$ cat config.mk
export PLATFORM = sky130hd
export DESIGN_NAME = step_counter_gen
export DESIGN_NICKNAME = d
export VERILOG_FILES = /design/src/rtl/counter_pkg.sv /design/src/rtl/step_counter_next.sv /design/src/rtl/step_counter_gen.sv
export SDC_FILE = /design/constraint.sdc
export NUM_CORES = 1
export LEC_CHECK = 0
export CORE_MARGIN = 2
export CORE_UTILIZATION = 45
export DETAILED_ROUTE_END_ITERATION = 10
export PLACE_DENSITY_LB_ADDON = 0.05
export SYNTH_ARGS = -nofsm -noshare
export SYNTH_HDL_FRONTEND = slang
export SYNTH_HIERARCHICAL = 1
export SYNTH_SLANG_ARGS = --single-unit
$ cat constraint.sdc
create_clock -name Clk -period 7.05 [get_ports Clk]
set_input_delay 1.0575 -clock Clk [delete_from_list [all_inputs] [get_ports Clk]]
set_output_delay 1.0575 -clock Clk [all_outputs]
set_load 0.03 [all_outputs]
$ cat src/rtl/counter_pkg.sv
// Shared encodings and parameter sanity check for the step counter family.
package counter_pkg;

  typedef enum logic {
    MODE_DOWN = 1'b0,
    MODE_UP   = 1'b1
  } mode_e;

  typedef enum logic {
    WRAP_HOLD = 1'b0,
    WRAP_MOD  = 1'b1
  } wrap_e;

  // Count range must fit the register, and the largest step must fit the range.
  function automatic bit params_ok(input int unsigned width,
                                   input int unsigned max_val,
                                   input int unsigned step_w);
    if (width < 1 || width > 30 || step_w < 1 || step_w > 30) return 1'b0;
    return (max_val < (32'd1 << width)) && (((32'd1 << step_w) - 32'd1) <= max_val);
  endfunction

endpackage

$ cat src/rtl/step_counter_next.sv
// Combinational next-count calculation for one step, including wrap/block decisions.
module step_counter_next
  import counter_pkg::*;
#(
  parameter int unsigned WIDTH   = 4,
  parameter int unsigned MAX_VAL = 9,
  parameter int unsigned STEP_W  = 3
) (
  input  logic [WIDTH-1:0]  cnt,
  input  logic              b_mode,
  input  logic              b_wrap,
  input  logic [STEP_W-1:0] b_step,
  output logic [WIDTH-1:0]  nxt_cnt,
  output logic              nxt_wrap,
  output logic              nxt_block
);

  localparam logic [WIDTH:0] MAX_EXT   = (WIDTH+1)'(MAX_VAL);
  localparam logic [WIDTH:0] RANGE_EXT = (WIDTH+1)'(MAX_VAL + 1);

  logic [WIDTH:0] cnt_ext;
  logic [WIDTH:0] step_ext;
  logic [WIDTH:0] sum;
  logic [WIDTH:0] diff;

  always_comb begin
    cnt_ext   = {1'b0, cnt};
    step_ext  = {{(WIDTH+1-STEP_W){1'b0}}, b_step};
    sum       = '0;
    diff      = '0;
    nxt_cnt   = cnt;
    nxt_wrap  = 1'b0;
    nxt_block = 1'b0;
    if (b_mode == MODE_UP) begin
      sum = cnt_ext + step_ext;
      if (sum <= MAX_EXT) begin
        nxt_cnt = sum[WIDTH-1:0];
      end else if (b_wrap == WRAP_MOD) begin
        diff     = sum - RANGE_EXT;
        nxt_cnt  = diff[WIDTH-1:0];
        nxt_wrap = 1'b1;
      end else begin
        nxt_block = 1'b1;
      end
    end else begin
      if (cnt_ext >= step_ext) begin
        diff    = cnt_ext - step_ext;
        nxt_cnt = diff[WIDTH-1:0];
      end else if (b_wrap == WRAP_MOD) begin
        // cnt + MAX_VAL + 1 stays below 2**(WIDTH+1), so WIDTH+1 bits suffice.
        diff     = cnt_ext + RANGE_EXT - step_ext;
        nxt_cnt  = diff[WIDTH-1:0];
        nxt_wrap = 1'b1;
      end else begin
        nxt_block = 1'b1;
      end
    end
  end

endmodule

$ cat src/rtl/step_counter_gen.sv
// Up/down step counter over 0..MAX_VAL with registered control inputs,
// parallel load with clamp, and registered wrap/block event pulses.
module step_counter_gen
  import counter_pkg::*;
#(
  parameter int unsigned WIDTH   = 4,
  parameter int unsigned MAX_VAL = 9,
  parameter int unsigned STEP_W  = 3
) (
  input  logic              Clk,
  input  logic              Rst,
  input  logic              En,
  input  logic              Mode,
  input  logic              Wrap,
  input  logic [STEP_W-1:0] Step,
  input  logic              Load,
  input  logic [WIDTH-1:0]  LoadVal,
  output logic [WIDTH-1:0]  Cnt,
  output logic              AtMax,
  output logic              AtMin,
  output logic              Wrapped,
  output logic              Blocked
);

  if (!params_ok(WIDTH, MAX_VAL, STEP_W)) begin : g_bad_params
    $error("step_counter_gen: illegal WIDTH/MAX_VAL/STEP_W combination");
  end

  localparam logic [WIDTH-1:0] MAX_W = WIDTH'(MAX_VAL);

  logic              b_en_q,      b_en_d;
  logic              b_mode_q,    b_mode_d;
  logic              b_wrap_q,    b_wrap_d;
  logic [STEP_W-1:0] b_step_q,    b_step_d;
  logic              b_load_q,    b_load_d;
  logic [WIDTH-1:0]  b_loadval_q, b_loadval_d;
  logic [WIDTH-1:0]  cnt_q,       cnt_d;
  logic              wrapped_q,   wrapped_d;
  logic              blocked_q,   blocked_d;

  logic [WIDTH-1:0]  nxt_cnt;
  logic              nxt_wrap;
  logic              nxt_block;

  step_counter_next #(
    .WIDTH   (WIDTH),
    .MAX_VAL (MAX_VAL),
    .STEP_W  (STEP_W)
  ) u_next (
    .cnt       (cnt_q),
    .b_mode    (b_mode_q),
    .b_wrap    (b_wrap_q),
    .b_step    (b_step_q),
    .nxt_cnt   (nxt_cnt),
    .nxt_wrap  (nxt_wrap),
    .nxt_block (nxt_block)
  );

  always_comb begin
    b_en_d      = En;
    b_mode_d    = Mode;
    b_wrap_d    = Wrap;
    b_step_d    = Step;
    b_load_d    = Load;
    b_loadval_d = LoadVal;
    cnt_d       = cnt_q;
    wrapped_d   = 1'b0;
    blocked_d   = 1'b0;
    if (b_load_q) begin
      cnt_d = (b_loadval_q > MAX_W) ? MAX_W : b_loadval_q;
    end else if (b_en_q) begin
      cnt_d     = nxt_cnt;
      wrapped_d = nxt_wrap;
      blocked_d = nxt_block;
    end
  end

  // Rst bypasses the input stage: it clears the count and the b_* copies together.
  always_ff @(posedge Clk) begin
    if (Rst) begin
      b_en_q      <= '0;
      b_mode_q    <= '0;
      b_wrap_q    <= '0;
      b_step_q    <= '0;
      b_load_q    <= '0;
      b_loadval_q <= '0;
      cnt_q       <= '0;
      wrapped_q   <= '0;
      blocked_q   <= '0;
    end else begin
      b_en_q      <= b_en_d;
      b_mode_q    <= b_mode_d;
      b_wrap_q    <= b_wrap_d;
      b_step_q    <= b_step_d;
      b_load_q    <= b_load_d;
      b_loadval_q <= b_loadval_d;
      cnt_q       <= cnt_d;
      wrapped_q   <= wrapped_d;
      blocked_q   <= blocked_d;
    end
  end

  assign Cnt     = cnt_q;
  assign AtMax   = (cnt_q == MAX_W);
  assign AtMin   = (cnt_q == '0);
  assign Wrapped = wrapped_q;
  assign Blocked = blocked_q;

endmodule

==> results of run 1 <==
[routing by layer]
layer	track usage	up-vias
li1	-	512
met2	0.306	30
met5	0	-
met4	0.0578	0
met3	0.0507	8
met1	0.211	493
[report_power, final]
group | internal [mW] | switching, mW
logic | 0.0515 | 0.0564
registers | 0.102 | 0.0102
clock network | 0.0220 | 0.0305
total | 0.175 | 0.0971
[worst max-delay path by stage]
stage,start,endpoint,depth (start not counted)
2_1_floorplan,Cnt[0],Cnt[0],11
6_report,Cnt[0],Cnt[1],11
3_3_place_gp,Cnt[0],Cnt[0],11
5_1_grt,Cnt[0],Cnt[1],11
4_1_cts,Cnt[0],Cnt[0],11
3_5_place_dp,Cnt[0],Cnt[0],11
[synthesized netlist by cell type, types with 3 or more instances]
| cell | count |
|---|---|
| nand2b_1 | 4 |
| nor2b_1 | 16 |
| nor3_1 | 3 |
| mux2i_1 | 4 |
| a31oi_1 | 3 |
| fa_1 | 3 |
| dfxtp_1 | 17 |
| a211oi_1 | 6 |
| nand2_1 | 4 |
| inv_1 | 15 |
| nor2_1 | 9 |
| ha_1 | 11 |
| o21ai_0 | 5 |
[area by class of cell]
type	instances	area, um^2	share of cell area
Inverter	16	60.1	0.0407
Clock buffer	4	26.3	0.0178
Sequential cell	17	340	0.231
Timing Repair Buffer	20	200	0.136
Tap cell	31	38.8	0.0263
Multi-Input combinational cell	99	808	0.548
[sequential cells by signal (all words and copies together) (netlist names)]
name / cells
Cnt: 4
b_loadval_q: 4
b_step_q: 3
Blocked: 1
Wrapped: 1
b_en_q: 1
b_load_q: 1
b_mode_q: 1
b_wrap_q: 1
[layout by cell type (no fill, tap or decap), types with 2 or more instances in the layout]
cell type,instances
dfxtp_1,17
xnor2_1,2
nor2b_1,16
clkbuf_4,3
o21ai_0,5
nand2_1,4
mux2i_1,4
a31oi_1,3
clkdlybuf4s50_1,20
nor2_1,9
nor4bb_1,2
a21boi_0,2
ha_1,11
nand2b_1,4
a211oi_1,6
o31a_1,2
nor3_1,3
inv_1,15
fa_1,3
a21oi_2,2
or3_1,2
[worst max-delay path, delay by kind of cell (launching register included)]
family                     cells  cell delay [ns]
and+or+nand+nor                1             0.40
xor gates and xnor gates       1             0.24
buffers and inverters          1             0.08
adders and majority gates      3             0.97
AOI/OAI and AO/OA              5             0.90
DFF                            1             0.38
[logic make-up (layout without fill, tap and decap cells)]
family                     after synthesis  in the layout
adders and majority gates               14             14
AOI/OAI and AO/OA                       32             32
DFF                                     17             17
buffers and inverters                   21             40
muxes                                    6              6
xor gates and xnor gates                 3              3
and+or+nand+nor                         44             44
[stage by stage]
| step | util | power (mW) | hold WS, ns | setup WS (ns) |
|---|---|---|---|---|
| 2_1_floorplan | - | 0.192 | 0.431 | 4.20 |
| 3_3_place_gp | 0.539 | 0.220 | 0.450 | 4.00 |
| 3_5_place_dp | 0.539 | 0.222 | 0.456 | 4.00 |
| 4_1_cts | 0.549 | 0.275 | 0.472 | 3.97 |
| 5_1_grt | 0.549 | 0.290 | 0.504 | 3.76 |
| 6_report | 0.549 | 0.272 | 0.466 | 3.98 |
==> results.json, run 1 <==
{
  "status": "completed",
  "worstSetupPathType": "register to register",
  "antenna_found_initial": 0,
  "path_cells": "ha_1 -> fa_1 -> xnor2_2 -> inv_2 -> ha_1 -> a32oi_2 -> a21oi_2 -> or3_1 -> a31oi_1 -> a211oi_1 -> a211oi_1",
  "post-route-drc-count": 0,
  "p_leak_nw": 0.575,
  "place.port_buffers": 20,
  "timing.fmax_mhz": 326,
  "syn_inst": 137,
  "fin_area_mm2": 0.00147,
  "powerDensity_mw_per_mm2": 185,
  "hold_viol_final": 0,
  "wl_met3_um": 125,
  "dp.cells": 183,
  "wl_um": 2620,
  "drv_cap": 0,
  "min_delay_path_depth": 2,
  "synth_top_area_share": 0.275,
  "fin_nets": 184,
  "startpoint_type": "register",
  "core_mm2": 0.00269,
  "synth.largest_area_cell": "dfxtp_1",
  "dieArea_mm2": 0.00319,
  "track_usage": 0.178,
  "synthXorXnorAreaFrac": 0.0273,
  "rr_endpoint": "Cnt[1]",
  "die_y_um": 56.4,
  "synth_top_family_by_area": "compound AO/OA/AOI/OAI gates",
  "grt_first_pass_wirelength_um": 4500,
  "setup_violations": 0,
  "crit_fanout": 6,
  "num_vias": 1043,
  "fin_cells": 187,
  "drive_gt1_frac": 0.0897,
  "slew-limit-headroom": 0.587,
  "antenna_cells": 0,
  "maxUsedRoutingLayer": "met4",
  "dr.pass1.iters": 4,
  "period_needed_ns": 3.07,
  "avgSynthCellArea_um2": 9.03,
  "ys_warn_count": 6,
  "slowest_delay_ns": 0.44,
  "clockRootBuffer": "clkbuf_4",
  "fp.dieW_um": 56.4,
  "grt_pass1_vias": 1042,
  "wl_per_cell_um": 14.0,
  "row_count": 19,
  "wl_met1_um": 1170,
  "fill_cells": 278,
  "ys_ff_latch": 17,
  "end_kind": "register",
  "yosys.area_share.adder": 0.160,
  "drv_slew": 0,
  "worstReg2RegStart": "Cnt[0]",
  "vias_per_cell": 5.58,
  "synth_edf_count": 0,
  "area_growth_pct": 19.1,
  "synth_area_leaders": "dfxtp_1, ha_1, nor2b_1",
  "arrival_ns": 3.27,
  "hold_class": "register to register",
  "synth_ff_type": "dfxtp_1",
  "holdCritStartpoint": "b_loadval_q[0]",
  "synth.distinct_cells": 43,
  "clkTransAtPathRegs_ns": 0.10,
  "ios": 21,
  "reg2reg_depth": 11,
  "slowest_stage": "fa_1",
  "clock-sinks": 17,
  "synth-compound-area-share": 0.212,
  "gp_congestion": 0.864,
  "grt_max_degree": 18,
  "synth_fp_nets": 164,
  "numCtsBuffers": 3,
  "grt-ovfl-total": 0,
  "drt_iter0_markers": 26,
  "synthSimpleGateAreaFrac": 0.200,
  "seq_area_frac_synth": 0.275,
  "dpl_cell_area_mm2": 0.00145,
  "synthArstFlopShare": 0,
  "syn_area_mm2": 0.00124,
  "fin_crit_sh": 0.435,
  "tightest_slew_ns": 0.618,
  "postCtsSetupBuffers": 0,
  "ctsLongestPathBuffers": 2,
  "ff2ff_setup_slack_ns": 3.98,
  "ctsHoldBuffers": 0,
  "cts_max_level": 1,
  "cts_tree": "yes",
  "tns_ns": 0,
  "cts_resized": 0,
  "required_ns": 7.26,
  "start_util": 0.461,
  "rsz0062_at_grt": "no",
  "clock_latency_ns": 0.29,
  "place_hpwl_um": 2060,
  "route.met2.wl_um": 1270,
  "finalClockSkew_ns": 0.00434,
  "yosys-mux-area-fraction": 0.0536,
  "final_antenna_net_count": 0,
  "min_to": "Cnt[0]",
  "ir_drop_uv": 151
}
(Power assumes the default switching activity.)
==> run 2: changes to the inputs <==
==> constraint.sdc (replaced) <==
create_clock -name Clk -period 2.66 [get_ports Clk]
set_input_delay 0.399 -clock Clk [delete_from_list [all_inputs] [get_ports Clk]]
set_output_delay 0.399 -clock Clk [all_outputs]
set_load 0.03 [all_outputs]
==> run 2 against run 1 <==
The run now ends with setup timing left. Final area up 17%. Worst hold slack lost 0.00077 ns. Clock skew grew 0.0040 ns. Core utilization is 9.2 points higher. Final cell count is 11% higher. Clock power rose to 2.6 times the previous value. Global-route usage grew 2.7 points. Via count rose by 6.9%. Count of clock-buffer cells in the layout shrank 1. Die area did not move. Non-clock buffer count rose by 21. Largest cell class unchanged. Highest routed layer unchanged.
==> results.json, run 2 (same netlist as run 1, synthesis figures left out) <==
{
  "fill_cells": 245,
  "pre_cts_slack_ns": -0.0889,
  "holdCritStartpoint": "b_loadval_q[0]",
  "wl_met1_um": 1280,
  "min_to": "Cnt[0]",
  "startpoint": "Cnt[0]",
  "violations": "setup timing",
  "num_vias": 1115,
  "ctsHoldBuffers": 0,
  "period_needed_ns": 2.73,
  "numCtsBuffers": 3,
  "tns_ns": -0.0670,
  "drive_gt1_frac": 0.271,
  "slowest_stage": "dfxtp_4",
  "wl_um": 2960,
  "grt_pass1_vias": 1102,
  "powerDensity_mw_per_mm2": 478,
  "start_util": 0.461,
  "multi_input_comb_area_um2": 890,
  "post-route-drc-count": 0,
  "dieArea_mm2": 0.00319,
  "route.met2.wl_um": 1510,
  "vias_per_cell": 5.36,
  "fin_area_mm2": 0.00172,
  "ctsLongestPathBuffers": 2,
  "ir_drop_uv": 336,
  "layout_commonest_cell": "buf_4",
  "fp.dieW_um": 56.4,
  "switching_share": 0.358,
  "drv_cap": 0,
  "die_y_um": 56.4,
  "seq_area_um2": 347,
  "worstReg2RegStart": "Cnt[0]",
  "slowest_delay_ns": 0.37,
  "setup_ws_ns": -0.0670,
  "dpl_cell_area_mm2": 0.00161,
  "p_leak_nw": 0.695,
  "hold_class": "register to register",
  "power_frac_seq": 0.353,
  "gp_congestion": 0.834,
  "startpoint_type": "register",
  "end_kind": "register",
  "area_growth_pct": 39.0,
  "wl_met3_um": 133,
  "switching_power_mw": 0.294,
  "crit_fanout": 6,
  "antenna_found_initial": 0,
  "combPwrFrac": 0.482,
  "arrival_ns": 2.92,
  "dr.pass1.iters": 4,
  "final_cell_mix": "buf_4, clkdlybuf4s50_1, nor2b_1, dfxtp_1, inv_1",
  "clock-sinks": 17,
  "wl_per_cell_um": 14.2,
  "min_delay_path_depth": 2,
  "slew-limit-headroom": 0.604,
  "clkPwrFrac": 0.165,
  "path_cells": "ha_4 -> fa_2 -> xnor2_2 -> inv_2 -> ha_4 -> nand2b_4 -> a32oi_4 -> a21oi_4 -> o31a_1 -> o31ai_2 -> a211oi_2 -> a311oi_1",
  "hold_viol_final": 0,
  "utilization": 0.640,
  "path_common_cell": "ha_4",
  "maxUsedRoutingLayer": "met4",
  "setup_violations": 1,
  "rr_endpoint": "Cnt[0]",
  "antenna_cells": 0,
  "row_count": 19,
  "status": "finished, violations left",
  "clockRootBuffer": "clkbuf_4",
  "worstSetupPathType": "register to register",
  "tightest_slew_ns": 0.593,
  "rsz0062_at_grt": "yes",
  "clkTransAtPathRegs_ns": 0.10,
  "cts_max_level": 1,
  "fin_crit_sh": 1.03,
  "grt_first_pass_wirelength_um": 5110,
  "finalClockSkew_ns": 0.00838,
  "ios": 21,
  "p_int_mw": 0.528,
  "required_ns": 2.86,
  "drv_slew": 0,
  "grt_max_degree": 18,
  "place.port_buffers": 20,
  "track_usage": 0.205,
  "drt_iter0_markers": 28,
  "reg2reg_depth": 12,
  "grt-ovfl-total": 0,
  "timing.fmax_mhz": 367,
  "place_hpwl_um": 2310,
  "clock_latency_ns": 0.29,
  "cts_tree": "yes",
  "finalPower_mw": 0.822,
  "final_antenna_net_count": 0,
  "core_mm2": 0.00269,
  "ff2ff_setup_slack_ns": -0.07,
  "fin_nets": 205
}
-- run 2: cell types whose count changed in the layout (fill, tap and decap cells not counted), moves of 2 or more --
cell,previous run,this run
ha_1,11,8
buf_4,0,21
dfxtp_2,0,2
ha_4,0,2
dfxtp_1,17,14
a21oi_4,0,2
a21oi_2,2,0
-- run 2: timing repair --
action                     4_1_cts  5_1_grt
gates resized for setup          6        5
buffers inserted                 1        0
pin swaps                        6       10
setup endpoints to repair        5        6
-- run 2: through the flow --
stage                     hold WS (ns)  instances
final                            0.465        208
after global routing             0.495        208
after CTS                        0.479        208
after detailed placement         0.463        203
after global placement           0.458        203
after floorplan                  0.421        137
-- run 2: per-layer routing --
layer | up-vias | GRT usage
met5 | - | 0
met4 | 0 | 0.0374
li1 | 557 | -
met2 | 25 | 0.377
met3 | 4 | 0.0484
met1 | 529 | 0.240
-- run 2: power by group through the flow --
stage	Combinational, mW	Sequential, mW	Clock [mW]
after floorplan	0.208	0.302	0
after global placement	0.342	0.294	0
after detailed placement	0.350	0.295	0
after CTS	0.374	0.290	0.140
after global routing	0.430	0.293	0.153
final	0.397	0.290	0.136
-- run 2: worst max path at each step --
stage / end / slack, ns / cells after the start
global route: Cnt[0] / -0.19 / 12
finish: Cnt[0] / -0.07 / 12
global placement: Cnt[1] / -0.003 / 11
CTS: Cnt[0] / -0.04 / 12
detailed placement: Cnt[0] / -0.09 / 12
floorplan: Cnt[0] / 0.002 / 11
-- run 2: area by class of cell --
class,count,share of cell area
Timing Repair Buffer,41,0.208
Clock buffer,3,0.0131
Inverter,16,0.0349
Tap cell,31,0.0225
Multi-Input combinational cell,99,0.517
Clock inverter,1,0.00291
Sequential cell,17,0.201
-- run 2: critical path: cells and delay by family (launching register included) --
family / cells / cell delay, ns
compound gates: 6 / 1.28
fa+ha+maj: 3 / 0.67
flops: 1 / 0.37
xor+xnor: 1 / 0.15
simple gates: 1 / 0.06
buf+inv: 1 / 0.10
==> run 3: changes to the inputs <==
--- a/config.mk
+++ b/config.mk
@@ -5,6 +5,7 @@
 export SDC_FILE = /design/constraint.sdc
 export NUM_CORES = 1
 export LEC_CHECK = 0
+export CAP_MARGIN = 20
 export CORE_MARGIN = 2
 export CORE_UTILIZATION = 45
 export DETAILED_ROUTE_END_ITERATION = 10
==> results of run 3 <==
Same layout as run 2: the final DEF is identical, and so are final timing and power.
